==> config.mk <==
export PLATFORM = sky130hd
export DESIGN_NAME = pipe_stall_ctrl
export DESIGN_NICKNAME = d
export VERILOG_FILES = /design/src/rtl/pipe_stall_ctrl_pkg.sv /design/src/rtl/pipe_stall_ctrl_sat_counter.sv /design/src/rtl/pipe_stall_ctrl.sv
export SDC_FILE = /design/constraint.sdc
export NUM_CORES = 1
export LEC_CHECK = 0
export ABC_AREA = 0
export BUFFER_PORTS_ARGS = -buffer_cell sky130_fd_sc_hd__buf_2
export CAP_MARGIN = 15
export CORE_MARGIN = 5
export CORE_UTILIZATION = 51
export CTS_CLUSTER_SIZE = 25
export DETAILED_ROUTE_END_ITERATION = 8
export PLACE_DENSITY = 0.86
export SLEW_MARGIN = 10
export SYNTH_ARGS = -nofsm -noshare
export SYNTH_HDL_FRONTEND = slang
export SYNTH_SLANG_ARGS = --single-unit
==> constraint.sdc <==
create_clock -name clk -period 2.5 [get_ports clk]
set_input_delay 0.25 -clock clk [delete_from_list [all_inputs] [get_ports clk]]
set_output_delay 0.25 -clock clk [all_outputs]
set_load 0.01 [all_outputs]
==> src/rtl/pipe_stall_ctrl_pkg.sv <==
// Shared encodings for the pipeline stall/flush controller.
// Holds the stall-vector encodings, controller state codes, the request
// bundle type and the priority encoder that maps state + requests to stall.
package pipe_stall_ctrl_pkg;

    localparam int unsigned STALL_W = 6;
    localparam int unsigned PC_W    = 32;
    localparam int unsigned STAT_W  = 32;

    // Value of a stall bit that freezes its stage.
    localparam logic STOP = 1'b1;

    // Stall vector encodings: [0]PC [1]IF/ID [2]ID/EX [3]EX/MEM [4]MEM/WB [5]WB.
    localparam logic [STALL_W-1:0] STALL_NONE = 6'b000000;
    localparam logic [STALL_W-1:0] STALL_IF   = 6'b000011;
    localparam logic [STALL_W-1:0] STALL_ID   = 6'b000111;
    localparam logic [STALL_W-1:0] STALL_EX   = 6'b001111;
    localparam logic [STALL_W-1:0] STALL_MEM  = 6'b011111;

    typedef enum logic [1:0] {
        RUN        = 2'd0,
        FLUSH_WAIT = 2'd1,
        FLUSH      = 2'd2
    } ctrl_state_e;

    // Per-stage stall requests, highest priority first.
    typedef struct packed {
        logic mem;
        logic ex;
        logic id;
        logic ifetch;
    } stall_req_t;

    // Priority encoder: flushing overrides everything, a pending flush holds
    // the pipe as if the data bus were busy, then the deepest request wins.
    function automatic logic [STALL_W-1:0] stall_encode(input ctrl_state_e st,
                                                        input stall_req_t  req);
        logic [STALL_W-1:0] s;
        s = STALL_NONE;
        if (st == FLUSH)           s = STALL_NONE;
        else if (st == FLUSH_WAIT) s = STALL_MEM;
        else if (req.mem)          s = STALL_MEM;
        else if (req.ex)           s = STALL_EX;
        else if (req.id)           s = STALL_ID;
        else if (req.ifetch)       s = STALL_IF;
        return s;
    endfunction

endpackage

==> src/rtl/pipe_stall_ctrl_sat_counter.sv <==
// Saturating up-counter with synchronous clear.
// Ports:
//  clk     in  clock, rising edge
//  resetn  in  synchronous, active-low reset
//  clr     in  load zero; wins over en
//  en      in  increment by one unless already at all-ones
//  count   out registered count value
module pipe_stall_ctrl_sat_counter #(
    parameter int unsigned W = 32
) (
    input  logic         clk,
    input  logic         resetn,
    input  logic         clr,
    input  logic         en,
    output logic [W-1:0] count
);

    logic [W-1:0] count_q;
    logic [W-1:0] count_nxt;

    // Next value: clear first, then increment only below the ceiling.
    always_comb begin
        count_nxt = count_q;
        if (clr) begin
            count_nxt = '0;
        end else if (en && (count_q != {W{1'b1}})) begin
            count_nxt = count_q + W'(1);
        end
    end

    always_ff @(posedge clk) begin
        if (!resetn) begin
            count_q <= '0;
        end else if (clr || en) begin
            count_q <= count_nxt;
        end
    end

    assign count = count_q;

endmodule

==> src/rtl/pipe_stall_ctrl.sv <==
// Central pipeline controller for the 5-stage core.
// Merges per-stage stall requests into the stall vector, sequences exception
// flushes (deferred while the data bus is busy), runs a data-bus timeout
// watchdog and keeps a saturating count of PC-stalled cycles.
// Ports:
//  clk           in   clock, rising edge
//  resetn        in   synchronous, active-low reset
//  stallreq_if   in   instruction bus not ready
//  stallreq_id   in   load-use hazard in ID
//  stallreq_ex   in   multi-cycle EX op in progress
//  stallreq_mem  in   data bus not ready
//  excp_valid    in   exception pulse from MEM
//  excp_vector   in   handler address qualified by excp_valid
//  stat_clr      in   clear stall_cycles
//  stall         out  per-stage freeze vector, combinational
//  flush         out  registered, high for the single FLUSH cycle
//  new_pc        out  registered flush target
//  bus_timeout   out  registered one-cycle watchdog pulse
//  stall_cycles  out  registered saturating count of cycles with stall[0] set
module pipe_stall_ctrl
    import pipe_stall_ctrl_pkg::*;
#(
    parameter int unsigned TIMEOUT = 256,
    parameter int unsigned TO_W    = 9
) (
    input  logic               clk,
    input  logic               resetn,
    input  logic               stallreq_if,
    input  logic               stallreq_id,
    input  logic               stallreq_ex,
    input  logic               stallreq_mem,
    input  logic               excp_valid,
    input  logic [PC_W-1:0]    excp_vector,
    input  logic               stat_clr,
    output logic [STALL_W-1:0] stall,
    output logic               flush,
    output logic [PC_W-1:0]    new_pc,
    output logic               bus_timeout,
    output logic [STAT_W-1:0]  stall_cycles
);

    ctrl_state_e     state_q;
    ctrl_state_e     state_nxt;
    logic            flush_q;
    logic            flush_nxt;
    logic [PC_W-1:0] new_pc_q;
    logic [PC_W-1:0] new_pc_nxt;
    logic [TO_W-1:0] wd_q;
    logic [TO_W-1:0] wd_nxt;
    logic            bto_q;
    logic            bto_nxt;
    stall_req_t      req;

    assign req = '{mem: stallreq_mem, ex: stallreq_ex, id: stallreq_id, ifetch: stallreq_if};

    // Zero-latency stall vector.
    assign stall = stall_encode(state_q, req);

    // Flush sequencer: next state, capture of the handler address, flush flag.
    always_comb begin
        state_nxt  = state_q;
        new_pc_nxt = new_pc_q;
        flush_nxt  = 1'b0;
        unique case (state_q)
            RUN: begin
                if (excp_valid) begin
                    new_pc_nxt = excp_vector;
                    state_nxt  = stallreq_mem ? FLUSH_WAIT : FLUSH;
                end
            end
            FLUSH_WAIT: begin
                if (!stallreq_mem) begin
                    state_nxt = FLUSH;
                end
            end
            FLUSH: begin
                state_nxt = RUN;
            end
            default: begin
                state_nxt = RUN;
            end
        endcase
        // flush is a registered copy of "state is FLUSH".
        flush_nxt = (state_nxt == FLUSH);
    end

    always_ff @(posedge clk) begin
        if (!resetn) begin
            state_q  <= RUN;
            flush_q  <= 1'b0;
            new_pc_q <= '0;
        end else begin
            state_q  <= state_nxt;
            flush_q  <= flush_nxt;
            new_pc_q <= new_pc_nxt;
        end
    end

    // Watchdog: counts consecutive busy cycles and parks at TIMEOUT so each
    // busy episode yields one pulse, raised as the count reaches TIMEOUT.
    always_comb begin
        wd_nxt  = wd_q;
        bto_nxt = 1'b0;
        if (!stallreq_mem) begin
            wd_nxt = '0;
        end else if (wd_q != TO_W'(TIMEOUT)) begin
            wd_nxt = wd_q + TO_W'(1);
        end
        bto_nxt = stallreq_mem && (wd_q == TO_W'(TIMEOUT - 1));
    end

    always_ff @(posedge clk) begin
        if (!resetn) begin
            wd_q  <= '0;
            bto_q <= 1'b0;
        end else begin
            wd_q  <= wd_nxt;
            bto_q <= bto_nxt;
        end
    end

    // Cycles in which the PC is frozen.
    pipe_stall_ctrl_sat_counter #(
        .W (STAT_W)
    ) u_stall_cnt (
        .clk    (clk),
        .resetn (resetn),
        .clr    (stat_clr),
        .en     (stall[0] == STOP),
        .count  (stall_cycles)
    );

    assign flush       = flush_q;
    assign new_pc      = new_pc_q;
    assign bus_timeout = bto_q;

endmodule
==> impl_summary.log <==
[metrics] outcome: complete, no violations
[metrics] Int Pwr: 1.912 mW
[metrics] Post-synth ARST share: 0
[metrics] number of I/O pins: 112
[metrics] chip width: 92.91 microns
[metrics] Net Sw Frac: 0.2326
[metrics] area growth from synthesis to layout: 22.38%
[metrics] Initial DRT Pass Iterations: 4
[metrics] Clock H-tree levels: 3
[metrics] post-detailed-routing wire length: 8626 microns
[metrics] kind of launch point of the worst setup path: register
[metrics] final-layout fill cell count: 591
[metrics] maximum buffer depth of the clock tree: 2
[metrics] endpoint class of the critical path: register
[metrics] site row count: 30
[metrics] pwr dens: 580.7 nW/um^2
[metrics] accumulated negative setup slack: 0 ns
[metrics] Hold Slack: 0.1553 ns
[metrics] share of the clock period used by the worst path after layout: 0.8517
[metrics] Max Clk Rate: 469.7 MHz
[metrics] Num Clock Sinks: 77
[metrics] min cycle time layout: 2.129 ns
[metrics] antenna violations before repair: 0
[metrics] CTS tree: built
[metrics] antenna violation net count after detailed routing: 0
[metrics] RD Place Congestion: 0.8645
[metrics] DRC Markers: 0
[metrics] largest net degree at the start of global routing: 38
[metrics] Leakage: 1.726 nW
[metrics] initial standard-cell utilization of the core: 0.5189
[metrics] root buf cell: clkbuf_8
[metrics] count of different cell masters after synthesis: 44
[metrics] share of the yosys chip area belonging to registers: 0.4397
[metrics] combined area of all synthesized cells: 3506 sq um
[metrics] met3 demand-to-capacity share in global routing: 0.07149
[metrics] worst path required time: 2.77 ns
[metrics] placeable core region: 6756 sq um
[metrics] met1 usage: 0.2251
[metrics] commonest register cell after synthesis: dfxtp_1
[metrics] path type of the worst min-delay path: in2reg
[metrics] post-synthesis sequential element count: 77
[metrics] total area of multi-input combinational cells: 1793 sq um
[metrics] highest ir drop seen on vdd: 412.4 uV
[metrics] Worst Tran Pin Value: 0.5286 ns
[metrics] Final Net Count: 572
[metrics] share of final-layout standard cells stronger than drive strength 1: 0.2627
[metrics] Avg Inst Size Synth: 8.269 sq um
[metrics] dpl hpwl: 6342 microns
[metrics] input/output buffers: 110
[metrics] overall die area: 8632 sq um
[metrics] post-route setup slack: 0.3708 ns
[metrics] leading cell type in the layout, fill and taps excluded: buf_2
[metrics] via-per-instance ratio: 5.687
[metrics] number of failing setup endpoints in the final timing report: 0
[metrics] Clk network pwr share: 0.398
[metrics] footprint of the flip-flops and latches: 1541 sq um
[metrics] clock-pin slew on the worst setup and hold paths: 0.08 ns
[metrics] initial drt markers: 103
[metrics] minimum setup slack after placement: 0.3836 ns
[metrics] number of antenna repair diodes: 0
[metrics] cts bufs inserted: 9
[metrics] max-capacitance violation count: 0
[metrics] unrepaired setup endpoints after global routing: false
[metrics] vias post-DR: 3,486
[metrics] total global-route track usage: 0.1955
[metrics] NetSw: 0.5796 mW
[metrics] remaining max-slew budget at the tightest pin: 0.6443
[metrics] post-CTS setup buffer count: 0
[metrics] insertion delay to the later sink of the worst-skew pair: 0.34 ns
[metrics] number of global-route vias before repair: 3,258
[metrics] global-route wire length before repair: 13,860 microns
[metrics] die outline height: 92.91 microns
[metrics] classification of the worst setup path: reg2reg
[metrics] grt peak-use layer: met2
[metrics] most used cells in the layout excluding fill and tap cells: buf_2 (110), nand2_1 (87), dfxtp_1 (77)
[metrics] highest net fanout along the worst path: 7
[metrics] total grt overflow: 0
[metrics] number of instances in the synthesized netlist: 424
[metrics] hold-fix buffer count after cts: 0
[metrics] combinational share of power: 0.087
[metrics] register share of total power: 0.515
[metrics] final-report hold violation count: 0
[metrics] Synth Net Count: 468
[metrics] final clock skew: 0.008681 ns
[metrics] arrival time worst endpoint: 2.40 ns
[metrics] per-cell routed wire length: 14.07 microns
[metrics] post-cts sizing count: 0
[metrics] number of flops mapped to enable cells by yosys: 0
[metrics] Slew Limit Fails: 0
[metrics] met2 global-route usage: 0.3197
[metrics] synthesis warning total: 0
-- synthesized netlist by cell type (3+ instances only) --
master	instances	area, sq um
nand2_1	87	326.6
dfxtp_1	77	1541
a21boi_0	32	240.2
a21oi_1	32	160.2
nand3_1	24	120.1
o21ai_0	20	100.1
or3_1	16	100.1
clkbuf_1	14	52.55
nor2_1	14	52.55
nand4_1	13	81.33
or4_1	12	90.09
o31ai_1	11	82.58
and3_1	7	43.79
buf_4	6	45.04
inv_1	6	22.52
buf_2	4	20.02
ha_1	4	50.05
nor4_1	4	25.02
xor2_1	4	35.03
nand2b_1	3	18.77
nor3_1	3	15.01
-- logic make-up (layout without fill, tap and decap cells) --
| group | count (synthesis) | count (layout) | synth area share |
|---|---|---|---|
| other cells | 1 | 1 | 0.001070 |
| simple gates | 199 | 199 | 0.2909 |
| fa+ha+maj | 6 | 6 | 0.02034 |
| compound gates | 100 | 100 | 0.1777 |
| xor+xnor | 5 | 5 | 0.01249 |
| buf+inv | 33 | 142 | 0.04889 |
| mux | 3 | 3 | 0.008922 |
| flops | 77 | 77 | 0.4397 |
-- flip-flops by register name, indices dropped and copies added, names as in the netlist --
register / flops
new_pc: 32
u_stall_cnt.count: 32
wd_q: 9
state_q: 2
bus_timeout: 1
flush: 1
-- critical path, stage by stage (launching register included) --
cell and delay (ns):
dfxtp_1 0.40, ha_1 0.19, nand4_1 0.09, nor4_1 0.48, o2111ai_1 0.36, or3_1 0.39, a21oi_1 0.15
-- final timing paths --
kind / cells past startpoint / to / startpoint / slack [ns]
hold reg to reg: 2 / new_pc[24] / new_pc[24] / 0.46
hold / removal: 3 / new_pc[24] / excp_vector[24] / 0.16
setup / recovery: 6 / u_stall_cnt.count[30] / u_stall_cnt.count[0] / 0.37
setup reg to reg: 6 / u_stall_cnt.count[30] / u_stall_cnt.count[0] / 0.37
-- per-layer routing --
metal | wire length, microns | share of wire
met1 | 3598 | 0.42
met2 | 4015 | 0.47
met3 | 829 | 0.096
met4 | 183 | 0.021
met5 | 0 | 0
-- final cells by class --
| class | count | share of cell area |
|---|---|---|
| multi-input combinational | 314 | 0.4179 |
| sequential | 77 | 0.3593 |
| timing repair buffer | 119 | 0.1441 |
| clock buffer | 11 | 0.03062 |
| tap | 80 | 0.02333 |
| clock inverter | 5 | 0.01750 |
| inverter | 7 | 0.007291 |
-- power groups by stage --
stage,logic [mW],clock network [mW],registers [mW]
after CTS,0.219,1.02,1.28
after global placement,0.212,0,1.31
after detailed placement,0.219,0,1.31
final,0.217,0.991,1.28
after global routing,0.244,1.07,1.29
after floorplan,0.110,0,1.33
-- metrics by stage --
stage	total power, mW	util	std cells	instance area [sq um]
2_1_floorplan	1.438	-	424	3506
3_3_place_gp	1.521	0.6044	597	4084
3_5_place_dp	1.531	0.6044	597	4084
4_1_cts	2.519	0.6350	613	4290
5_1_grt	2.601	0.6350	613	4290
6_report	2.492	0.6350	613	4290
Power figures use the tool's default switching activity.
